==> config.mk <==
export PLATFORM = sky130hd
export DESIGN_NAME = imm_decode_pipe_flat
export DESIGN_NICKNAME = d
export VERILOG_FILES = /design/src/rtl/imm_decode_pipe_if.sv /design/src/rtl/imm_decode_pipe.sv /design/src/flat_wrapper.sv
export SDC_FILE = /design/constraint.sdc
export NUM_CORES = 1
export LEC_CHECK = 0
export ABC_CLOCK_PERIOD_IN_PS = 2450
export BUFFER_PORTS_ARGS = -buffer_cell sky130_fd_sc_hd__buf_4
export CELL_PAD_IN_SITES_DETAIL_PLACEMENT = 1
export CELL_PAD_IN_SITES_GLOBAL_PLACEMENT = 1
export CORE_MARGIN = 2
export CORE_UTILIZATION = 40
export CTS_CLUSTER_SIZE = 40
export DETAILED_ROUTE_END_ITERATION = 7
export HOLD_SLACK_MARGIN = 0.03
export PLACE_DENSITY_LB_ADDON = 0.12
export SYNTH_ARGS = -nofsm -noshare
export SYNTH_HDL_FRONTEND = slang
export SYNTH_SLANG_ARGS = --single-unit
==> constraint.sdc <==
create_clock -name CLK -period 2.45 [get_ports CLK]
set_clock_uncertainty 0.05 [all_clocks]
set_input_delay 0.6125 -clock CLK [delete_from_list [all_inputs] [get_ports CLK]]
set_output_delay 0.6125 -clock CLK [all_outputs]
set_load 0.005 [all_outputs]
==> src/rtl/imm_decode_pipe_if.sv <==
// Handshake bundle for imm_decode_pipe: the instruction-in channel and the
// decoded-out channel. The decoder connects through the slave modport; the
// producer/consumer side (fetch stage, EX stage, or a bench) uses master.
interface imm_decode_pipe_if #(
    parameter int unsigned XLEN  = 32,
    parameter int unsigned TAG_W = 32
);
    // instruction-in channel
    logic              IN_VALID;
    logic              IN_READY;
    logic [31:0]       IN_INSTR;
    logic [TAG_W-1:0]  IN_TAG;

    // decoded-out channel
    logic              OUT_VALID;
    logic              OUT_READY;
    logic [XLEN-1:0]   OUT_IMM;
    logic [2:0]        OUT_FMT;
    logic              OUT_ILLEGAL;
    logic [TAG_W-1:0]  OUT_TAG;

    modport master (
        output IN_VALID, IN_INSTR, IN_TAG, OUT_READY,
        input  IN_READY, OUT_VALID, OUT_IMM, OUT_FMT, OUT_ILLEGAL, OUT_TAG
    );

    modport slave (
        input  IN_VALID, IN_INSTR, IN_TAG, OUT_READY,
        output IN_READY, OUT_VALID, OUT_IMM, OUT_FMT, OUT_ILLEGAL, OUT_TAG
    );
endinterface

==> src/rtl/imm_decode_pipe.sv <==
// Pipelined RISC-V immediate decoder (ID stage).
// One instruction per cycle in; registered immediate/format/illegal/tag out.
// A single skid register behind the output register absorbs one beat of
// backpressure so IN_READY is driven only from state, never from OUT_READY.
module imm_decode_pipe #(
    parameter int unsigned XLEN  = 32,
    parameter int unsigned TAG_W = 32
) (
    input  logic           CLK,
    input  logic           RESET_N,
    input  logic           FLUSH,
    imm_decode_pipe_if.slave io
);

    typedef enum logic [2:0] {
        FMT_R = 3'd0,
        FMT_I = 3'd1,
        FMT_S = 3'd2,
        FMT_B = 3'd3,
        FMT_U = 3'd4,
        FMT_J = 3'd5,
        FMT_Z = 3'd6,
        FMT_X = 3'd7
    } fmt_e;

    localparam logic [6:0] OP_LUI       = 7'b0110111;
    localparam logic [6:0] OP_AUIPC     = 7'b0010111;
    localparam logic [6:0] OP_JAL       = 7'b1101111;
    localparam logic [6:0] OP_JALR      = 7'b1100111;
    localparam logic [6:0] OP_LOAD      = 7'b0000011;
    localparam logic [6:0] OP_OP_IMM    = 7'b0010011;
    localparam logic [6:0] OP_OP_IMM_32 = 7'b0011011;
    localparam logic [6:0] OP_STORE     = 7'b0100011;
    localparam logic [6:0] OP_BRANCH    = 7'b1100011;
    localparam logic [6:0] OP_OP        = 7'b0110011;
    localparam logic [6:0] OP_OP_32     = 7'b0111011;
    localparam logic [6:0] OP_FENCE     = 7'b0001111;
    localparam logic [6:0] OP_SYSTEM    = 7'b1110011;

    // ------------------------------------------------------------------
    // Combinational decode of the incoming word
    // ------------------------------------------------------------------
    logic [31:0]      instr;
    logic [6:0]       opcode;
    logic [2:0]       funct3;
    logic             is_shift;
    logic [XLEN-1:0]  dec_imm;
    fmt_e             dec_fmt;
    logic             dec_illegal;

    assign instr    = io.IN_INSTR;
    assign opcode   = instr[6:0];
    assign funct3   = instr[14:12];
    assign is_shift = (funct3 == 3'b001) || (funct3 == 3'b101);

    // Classify the format and build the extended immediate.
    always_comb begin
        dec_imm     = '0;
        dec_fmt     = FMT_X;
        dec_illegal = 1'b0;
        case (opcode)
            OP_LUI, OP_AUIPC: begin
                dec_fmt = FMT_U;
                // sign-extended from bit 31 on RV64
                dec_imm = XLEN'($signed({instr[31:12], 12'b0}));
            end
            OP_JAL: begin
                dec_fmt = FMT_J;
                dec_imm = XLEN'($signed({instr[31], instr[19:12], instr[20],
                                         instr[30:21], 1'b0}));
            end
            OP_JALR, OP_LOAD: begin
                dec_fmt = FMT_I;
                dec_imm = XLEN'($signed(instr[31:20]));
            end
            OP_OP_IMM: begin
                dec_fmt = FMT_I;
                if (is_shift) begin
                    // RV64 shifts carry a 6-bit shamt; RV32 only 5 bits
                    dec_imm = (XLEN == 64) ? XLEN'(instr[25:20])
                                           : XLEN'(instr[24:20]);
                end else begin
                    dec_imm = XLEN'($signed(instr[31:20]));
                end
            end
            OP_OP_IMM_32: begin
                dec_fmt = FMT_I;
                if (is_shift) begin
                    dec_imm = XLEN'(instr[24:20]);
                end else begin
                    dec_imm = XLEN'($signed(instr[31:20]));
                end
            end
            OP_STORE: begin
                dec_fmt = FMT_S;
                dec_imm = XLEN'($signed({instr[31:25], instr[11:7]}));
            end
            OP_BRANCH: begin
                dec_fmt = FMT_B;
                dec_imm = XLEN'($signed({instr[31], instr[7], instr[30:25],
                                         instr[11:8], 1'b0}));
            end
            OP_OP, OP_OP_32, OP_FENCE: begin
                dec_fmt = FMT_R;
            end
            OP_SYSTEM: begin
                if (funct3[2]) begin
                    dec_fmt = FMT_Z;
                    dec_imm = XLEN'(instr[19:15]);
                end else begin
                    dec_fmt = FMT_R;
                end
            end
            default: begin
                dec_fmt     = FMT_X;
                dec_illegal = 1'b1;
            end
        endcase
    end

    // ------------------------------------------------------------------
    // Output register and skid register
    // ------------------------------------------------------------------
    logic              out_valid;
    logic [XLEN-1:0]   out_imm;
    fmt_e              out_fmt;
    logic              out_illegal;
    logic [TAG_W-1:0]  out_tag;

    logic              skid_valid;
    logic [XLEN-1:0]   skid_imm;
    fmt_e              skid_fmt;
    logic              skid_illegal;
    logic [TAG_W-1:0]  skid_tag;

    logic in_ready;
    logic in_fire;
    logic out_free;
    logic out_load_skid;
    logic out_load_in;
    logic skid_load;

    assign in_ready = !skid_valid;
    assign in_fire  = io.IN_VALID && in_ready;
    assign out_free = !out_valid || io.OUT_READY;

    // Steer each cycle's load: a held skid entry always refills the output
    // first; a new input goes straight to the output when it is free, and
    // to the skid only when the output is stalled.
    always_comb begin
        out_load_skid = 1'b0;
        out_load_in   = 1'b0;
        skid_load     = 1'b0;
        if (out_free) begin
            if (skid_valid) begin
                out_load_skid = 1'b1;
            end else if (in_fire) begin
                out_load_in = 1'b1;
            end
        end else if (in_fire) begin
            skid_load = 1'b1;
        end
    end

    // Valid bits: reset and flush both empty the pipe.
    always_ff @(posedge CLK) begin
        if (!RESET_N || FLUSH) begin
            out_valid  <= 1'b0;
            skid_valid <= 1'b0;
        end else begin
            if (out_free) begin
                out_valid <= out_load_skid || out_load_in;
            end
            if (out_load_skid) begin
                skid_valid <= 1'b0;
            end else if (skid_load) begin
                skid_valid <= 1'b1;
            end
        end
    end

    // Payload registers: cleared by reset, left untouched by flush.
    always_ff @(posedge CLK) begin
        if (!RESET_N) begin
            out_imm      <= '0;
            out_fmt      <= FMT_R;
            out_illegal  <= 1'b0;
            out_tag      <= '0;
            skid_imm     <= '0;
            skid_fmt     <= FMT_R;
            skid_illegal <= 1'b0;
            skid_tag     <= '0;
        end else if (!FLUSH) begin
            if (out_load_skid) begin
                out_imm     <= skid_imm;
                out_fmt     <= skid_fmt;
                out_illegal <= skid_illegal;
                out_tag     <= skid_tag;
            end else if (out_load_in) begin
                out_imm     <= dec_imm;
                out_fmt     <= dec_fmt;
                out_illegal <= dec_illegal;
                out_tag     <= io.IN_TAG;
            end
            if (skid_load) begin
                skid_imm     <= dec_imm;
                skid_fmt     <= dec_fmt;
                skid_illegal <= dec_illegal;
                skid_tag     <= io.IN_TAG;
            end
        end
    end

    assign io.IN_READY    = in_ready;
    assign io.OUT_VALID   = out_valid;
    assign io.OUT_IMM     = out_imm;
    assign io.OUT_FMT     = out_fmt;
    assign io.OUT_ILLEGAL = out_illegal;
    assign io.OUT_TAG     = out_tag;

endmodule
==> src/flat_wrapper.sv <==
// flat-port wrapper written by rule: the top's interface ports become plain ports
module imm_decode_pipe_flat 
#(
    parameter int unsigned XLEN  = 32,
    parameter int unsigned TAG_W = 32
)
  (CLK, RESET_N, FLUSH, io_IN_VALID, io_IN_INSTR, io_IN_TAG, io_OUT_READY, io_IN_READY, io_OUT_VALID, io_OUT_IMM, io_OUT_FMT, io_OUT_ILLEGAL, io_OUT_TAG);
  imm_decode_pipe_if #(.XLEN(XLEN), .TAG_W(TAG_W)) io_i ();
  input  logic CLK;
  input  logic RESET_N;
  input  logic FLUSH;
  input wire logic [$bits(io_i.IN_VALID)-1:0] io_IN_VALID;
  input wire logic [$bits(io_i.IN_INSTR)-1:0] io_IN_INSTR;
  input wire logic [$bits(io_i.IN_TAG)-1:0] io_IN_TAG;
  input wire logic [$bits(io_i.OUT_READY)-1:0] io_OUT_READY;
  output wire logic [$bits(io_i.IN_READY)-1:0] io_IN_READY;
  output wire logic [$bits(io_i.OUT_VALID)-1:0] io_OUT_VALID;
  output wire logic [$bits(io_i.OUT_IMM)-1:0] io_OUT_IMM;
  output wire logic [$bits(io_i.OUT_FMT)-1:0] io_OUT_FMT;
  output wire logic [$bits(io_i.OUT_ILLEGAL)-1:0] io_OUT_ILLEGAL;
  output wire logic [$bits(io_i.OUT_TAG)-1:0] io_OUT_TAG;
  assign io_i.IN_VALID = io_IN_VALID;
  assign io_i.IN_INSTR = io_IN_INSTR;
  assign io_i.IN_TAG = io_IN_TAG;
  assign io_i.OUT_READY = io_OUT_READY;
  assign io_IN_READY = io_i.IN_READY;
  assign io_OUT_VALID = io_i.OUT_VALID;
  assign io_OUT_IMM = io_i.OUT_IMM;
  assign io_OUT_FMT = io_i.OUT_FMT;
  assign io_OUT_ILLEGAL = io_i.OUT_ILLEGAL;
  assign io_OUT_TAG = io_i.OUT_TAG;
  imm_decode_pipe #(.XLEN(XLEN), .TAG_W(TAG_W)) u_core (.CLK(CLK), .RESET_N(RESET_N), .FLUSH(FLUSH), .io(io_i));
endmodule
# Word-level counts from Yosys, hierarchy flattened
# Index checks and enable logic that the tools add are counted.
dict set report classes {
  eq_ne 15
  mux 20
  bitwise_logic 1
  reduce_logical 18
}
# operator count
set op_table {}
lappend op_table {{case mux 32 bit (7 select lines)} 1}
lappend op_table {{two-way mux 32 bit} 5}
lappend op_table {{== test 7 x 6 -> 1 bit, second input constant} 4}
lappend op_table {{== test 7 bit, second input constant} 4}
lappend op_table {{== test 7 x 5 -> 1 bit, second input constant} 3}
lappend op_table {{case mux 3 bit (7 select lines)} 1}
lappend op_table {{OR reduction 13 bit} 1}
lappend op_table {{two-way mux 1 bit} 9}
lappend op_table {{two-way mux 3 bit} 3}
lappend op_table {{OR reduction 2 bit} 4}
lappend op_table {{== test 7 x 2 -> 1 bit, second input constant} 1}
lappend op_table {{== test 7 x 4 -> 1 bit, second input constant} 1}
lappend op_table {{two-way mux 5 bit} 1}
lappend op_table {{logical OR 1 bit} 4}
lappend op_table {{AND reduction 2 bit} 2}
lappend op_table {{OR reduction 4 bit} 1}
lappend op_table {{== test 3 x 1 -> 1 bit, second input constant} 1}
lappend op_table {{== test 3 bit, second input constant} 1}
lappend op_table {{logical NOT 1 bit} 3}
lappend op_table {{OR reduction 3 bit} 1}
lappend op_table {{nonzero test 2 bit} 1}
lappend op_table {{logical AND 1 bit} 1}
lappend op_table {{inverter 1 bit} 1}
dict set report word_totals {
  reg_bits 138
  input_bits 69
  out_inout_bits 70
  wordCells 64
}

# Logic depth before layout (Yosys ltp)
dict set report depth {
  word_depth 7
  mapped_depth 8
  ltp_nobuf 5
}

# Worst setup path after synthesis
# Ideal clock, no wire load.
dict set report synth_path {
  path_type {input port to flip-flop}
  startpoint {input io_IN_INSTR[6]}
  endpoint {register u_core.out_fmt[2], in the netlist u_core.io.OUT_FMT[2]}
  setup_ns 0.116
  arrival_time_ns 1.963
  required_ns 2.284
  path_slack_ns 0.321
  cell_stages 6
  cell_sequence {buf_2 -> or3_1 -> o221a_2 -> nand2_1 -> or4b_1 -> a41o_1}
}
dict set report synth_via {
  elab_chain_len 5
  elab_cells_between_ends 19
  cone_classes {13 x eq/ne; 3 x mux; 3 x reduce/logical}
}
# element line_no
set synth_lines {}
lappend synth_lines {{from (decl)} flat_wrapper.sv:13} ;# input wire logic [$bits(io_i.IN_INSTR)-1:0] io_IN_INSTR;
lappend synth_lines {{== test 7 bit, or another cell as far along} imm_decode_pipe.sv:61} ;# case (opcode)
lappend synth_lines {{OR reduction 4 bit (no line), or another cell as far along} --}
lappend synth_lines {{case mux 3 bit (7 select lines) *} imm_decode_pipe.sv:61}
lappend synth_lines {{two-way mux 3 bit *} imm_decode_pipe.sv:199} ;# end else if (out_load_in) begin
lappend synth_lines {{two-way mux 3 bit *} imm_decode_pipe.sv:194} ;# if (out_load_skid) begin
lappend synth_lines {{to (signal assigned)} imm_decode_pipe.sv:196} ;# out_fmt <= skid_fmt;
lappend synth_lines {{to (signal assigned)} imm_decode_pipe.sv:201} ;# out_fmt <= dec_fmt;
lappend synth_lines {{to (decl)} imm_decode_pipe.sv:126} ;# fmt_e out_fmt;
# Mark *: on every way between the ends. The rest lies on a longest branch, timed or not. The select of a mux whose other input is x is not followed.
# A chain may end at the register's enable or synchronous reset.

# Final worst setup path
dict set report layout_path {
  startpoint {register u_core.out_valid, in the netlist u_core.io.OUT_VALID}
  endpoint {register u_core.out_tag[17], in the netlist u_core.io.OUT_TAG[17]}
}
dict set report layout_via {
  elab_chain_len 5
  elab_cells_between_ends 7
  cone_classes {3 x mux; 4 x reduce/logical}
}
# element line_no
set layout_lines {}
lappend layout_lines {{from (decl)} imm_decode_pipe.sv:124} ;# logic out_valid;
lappend layout_lines {{from (signal assigned)} imm_decode_pipe.sv:172} ;# out_valid <= out_load_skid || out_load_in;
lappend layout_lines {{logical NOT 1 bit *} imm_decode_pipe.sv:145} ;# assign out_free = !out_valid || io.OUT_READY;
lappend layout_lines {{logical OR 1 bit *} imm_decode_pipe.sv:145}
lappend layout_lines {{two-way mux 1 bit} imm_decode_pipe.sv:154} ;# if (out_free) begin
lappend layout_lines {{nonzero test 2 bit (no line)} --}
lappend layout_lines {{AND reduction 2 bit (no line)} --}
lappend layout_lines {{to (signal assigned)} imm_decode_pipe.sv:198} ;# out_tag <= skid_tag;
lappend layout_lines {{to (signal assigned)} imm_decode_pipe.sv:203} ;# out_tag <= io.IN_TAG;
lappend layout_lines {{to (decl)} imm_decode_pipe.sv:128} ;# logic [TAG_W-1:0] out_tag;
# Mark *: on every way between the ends. The rest lies on a longest branch, timed or not.

==> summary.md <==
| Metric | Value |
|---|---|
| Buffers on Ports | `138` |
| Setup_tns | `0 ns` |
| Part of the power in registers | `0.438` |
| Asr flop ratio synth | `0` |
| HP Class | `reg2reg` |
| Worst slew pin tran | `1.089 ns` |
| Internal Pwr Total | `4.097 mW` |
| Synth warnings | `0` |
| Largest net degree at the start of global routing | `58` |
| Routed WL per cell | `19.14 um` |
| Final setup margin | `0.4175 ns` |
| Pwr dens | `687.2 nW/um2` |
| Sw Ratio | `0.2367` |
| Yosys top cell by area | `dfxtp_1` |
| GRT Residual Overflow | `0` |
| Vias | `5768` |
| Critical path peak fanout | `42` |
| Global placement routability congestion | `0.8609` |
| Synth top area cells | `dfxtp_1 46%, a21boi_0 8.2%, nand2_1 8.1%` |
| CP arrival | `2.31 ns` |
| RSZ-0062 raised after global routing | `false` |
| Fmax | `0.4920 GHz` |
| Combinational Power Share | `0.096` |
| Antenna viol nets, final | `0` |
| Final min period | `2.032 ns` |
| Net Switching | `1.270 mW` |
| Avg Inst Size Synth | `8.547 um2` |
| Clock share of power | `0.466` |
| Worst vdd ir | `532.7 uV` |
| Mapped Nets | `768` |
| Netlist cell types | `49` |
| CP Launch Type | `flop` |
| # H-tree levels | `4` |
| Row cnt | `44` |
| Resized Gates After CTS | `0` |
| N_diodes | `0` |
| Initial antenna violation count | `0` |
| Initial Utilization | `0.4095` |
| Pleak | `2.847 nW` |
| Crit-path max cell delay | `0.84 ns` |
| I/O pin count | `139` |
| Die W | `126.2 um` |
| Critical path class | `reg2reg` |
| Cells after Synth | `699` |
| Max capacitance violation total | `0` |
| Die area | `15930 um2` |
| Tcrit/Tclk final | `0.8296` |
| Clock Root Buffer | `clkbuf_16` |
| CTS Buffer Depth | `2` |
| Cell Area, Placed | `7234 um2` |
| # fillers | `1690` |
| Pwr Total | `5.367 mW` |
| Tot GR Track Use | `0.2446` |
| CP endpoint kind | `flop` |
| Area growth, synth to finish | `30.72%` |
| WP data required | `2.73 ns` |
| Post-synth EDFFs | `0` |
| Setup Viol. Count Final | `0` |
| Buffer count from post-CTS setup fixing | `0` |
| 1st-pass router iterations | `5` |
| Post-synthesis register bit count | `138` |
| DP Worst Slack | `0.06224 ns` |
| Hold buffer count at CTS | `0` |
| Post-Syn Area | `5974 um2` |
| Worst-Skew Late Latency | `0.42 ns` |
| Slew margin rel. | `0.2720` |
| Clock-pin slew on the worst setup and hold paths | `0.06 ns` |
| Core area | `14590 um2` |
| Vias in the first global route | `6126` |
| CTS Sinks | `138` |
| Status | `finished clean` |
| Routed WL | `19390 um` |
| DR iter-0 viols | `404` |
| Post-synthesis sequential area ratio | `0.4624` |
| Final non-filler cell area | `7810 um2` |
| Final nets | `887` |
| Global-route wire length before repair | `31640 um` |
| Pins Over Slew Limit | `0` |
| Yosys top cell area share | `0.4624` |
| Worst path cell trace | `nor2b_1, nor2_4, o221ai_1, a21boi_0` |
| DRC | `0` |
| Worst path slowest cell | `nor2_4` |
| Primary FF master, synth | `dfxtp_1` |
| Layout cells sized above 1 | `0.2690` |
| CTS tree | `built` |
| Final hold violations | `0` |
| Chip Height | `126.2 um` |
| Drt via density | `5.694` |
| Post-DP HPWL | `13060 um` |
| CTS Buf Count | `17` |
-- cells by family (layout without fill, tap and decap cells) --
family | count (synthesis) | count (layout) | share of synthesized area
AO/OA/AOI/OAI | 264 | 264 | 0.3041
AND/OR/NAND/NOR | 225 | 225 | 0.1816
buffers and inverters | 71 | 201 | 0.05005
multiplexers | 1 | 1 | 0.001885
flip-flops | 138 | 138 | 0.4624
-- registers in the layout, summed over array words and instances (netlist names) --
signal / count
u_core.io.OUT_FMT: 3
u_core.io.OUT_ILLEGAL: 1
u_core.io.OUT_IMM: 32
u_core.io.OUT_TAG: 32
u_core.io.OUT_VALID: 1
u_core.skid_fmt: 3
u_core.skid_illegal: 1
u_core.skid_imm: 32
u_core.skid_tag: 32
u_core.skid_valid: 1
-- area by class of cell --
| class | count | area, um2 | share of cell area |
|---|---|---|---|
| Multi-Input combinational cell | 490 | 2935 | 0.3758 |
| Sequential cell | 138 | 2763 | 0.3537 |
| Timing Repair Buffer | 167 | 1291 | 0.1653 |
| Clock buffer | 19 | 452.9 | 0.05799 |
| Tap cell | 184 | 230.2 | 0.02948 |
| Clock inverter | 11 | 122.6 | 0.01570 |
| Inverter | 4 | 15.01 | 0.001922 |
-- power groups by stage --
stage / clock network, mW / registers (mW) / logic (mW)
floorplan: 0 / 2.40 / 0.226
global placement: 0 / 2.40 / 0.496
detailed placement: 0 / 2.40 / 0.512
CTS: 2.56 / 2.35 / 0.516
global route: 2.65 / 2.36 / 0.559
finish: 2.50 / 2.35 / 0.513
-- per-stage QoR --
step           hold WS [ns]  utilization  std cells
3_3_place_gp         0.3912       0.4959        983
2_1_floorplan        0.3809            -        699
4_1_cts              0.3974       0.5353       1013
6_report             0.4072       0.5353       1013
3_5_place_dp         0.4004       0.4959        983
5_1_grt              0.4023       0.5353       1013
-- final timing paths --
kind | start | to | slack, ns | cells past startpoint
min | u_core.skid_imm[31]$_SDFFE_PN0P_ | u_core.skid_imm[31]$_SDFFE_PN0P_ | 0.41 | 2
max | u_core.io.OUT_VALID$_SDFFE_PP0N_ | u_core.io.OUT_TAG[17]$_SDFFE_PN0P_ | 0.42 | 4
max reg2reg | u_core.io.OUT_VALID$_SDFFE_PP0N_ | u_core.io.OUT_TAG[17]$_SDFFE_PN0P_ | 0.42 | 4
min reg2reg | u_core.skid_imm[31]$_SDFFE_PN0P_ | u_core.skid_imm[31]$_SDFFE_PN0P_ | 0.41 | 2
-- worst max-delay path, delay by kind of cell, from the launching register on --
kind               cells  cell delay, ns
and+or+nand+nor        2            1.05
DFF                    1            0.32
AOI/OAI and AO/OA      2            0.52
-- layer usage --
layer	track usage	part of all wire	vias to the layer above	wire, um
met2	0.4187	0.49	144	9568
met4	0.07175	0.013	0	252
met3	0.05013	0.041	22	798
met5	0	0	-	0
li1	-	-	2783	-
met1	0.3120	0.45	2819	8770
-- Yosys cell counts (11+ instances only) --
cell and instances:
nand3_1 14, dfxtp_1 138, o21ai_0 39, nand2_1 129, a21oi_1 53, o221ai_1 32, buf_2 11, o211ai_1 34
or3_1 38, a21boi_0 65, clkbuf_1 53, a31oi_1 16
-- placed cells by master (no fill, tap or decap), types with 2 or more instances in the layout --
cell type	Yosys	routed
a21oi_2	10	10
nor4_1	3	3
clkbuf_8	0	2
a222oi_1	4	4
a31oi_1	16	16
buf_4	1	164
a21oi_1	53	53
a21boi_0	65	65
nand3_1	14	14
clkbuf_16	0	17
clkinv_2	0	3
bufinv_16	0	2
nand2_1	129	129
inv_1	4	3
o211ai_1	34	34
nand2b_1	5	5
nor2_1	9	7
nor2b_1	2	2
nor3_1	7	7
o21ai_0	39	39
nor2_4	0	2
o221ai_1	32	32
buf_12	0	3
nor3_2	3	2
nand4_1	2	2
clkinvlp_4	0	4
dfxtp_1	138	138
or3_1	38	37
Power figures use the tool's default switching activity.
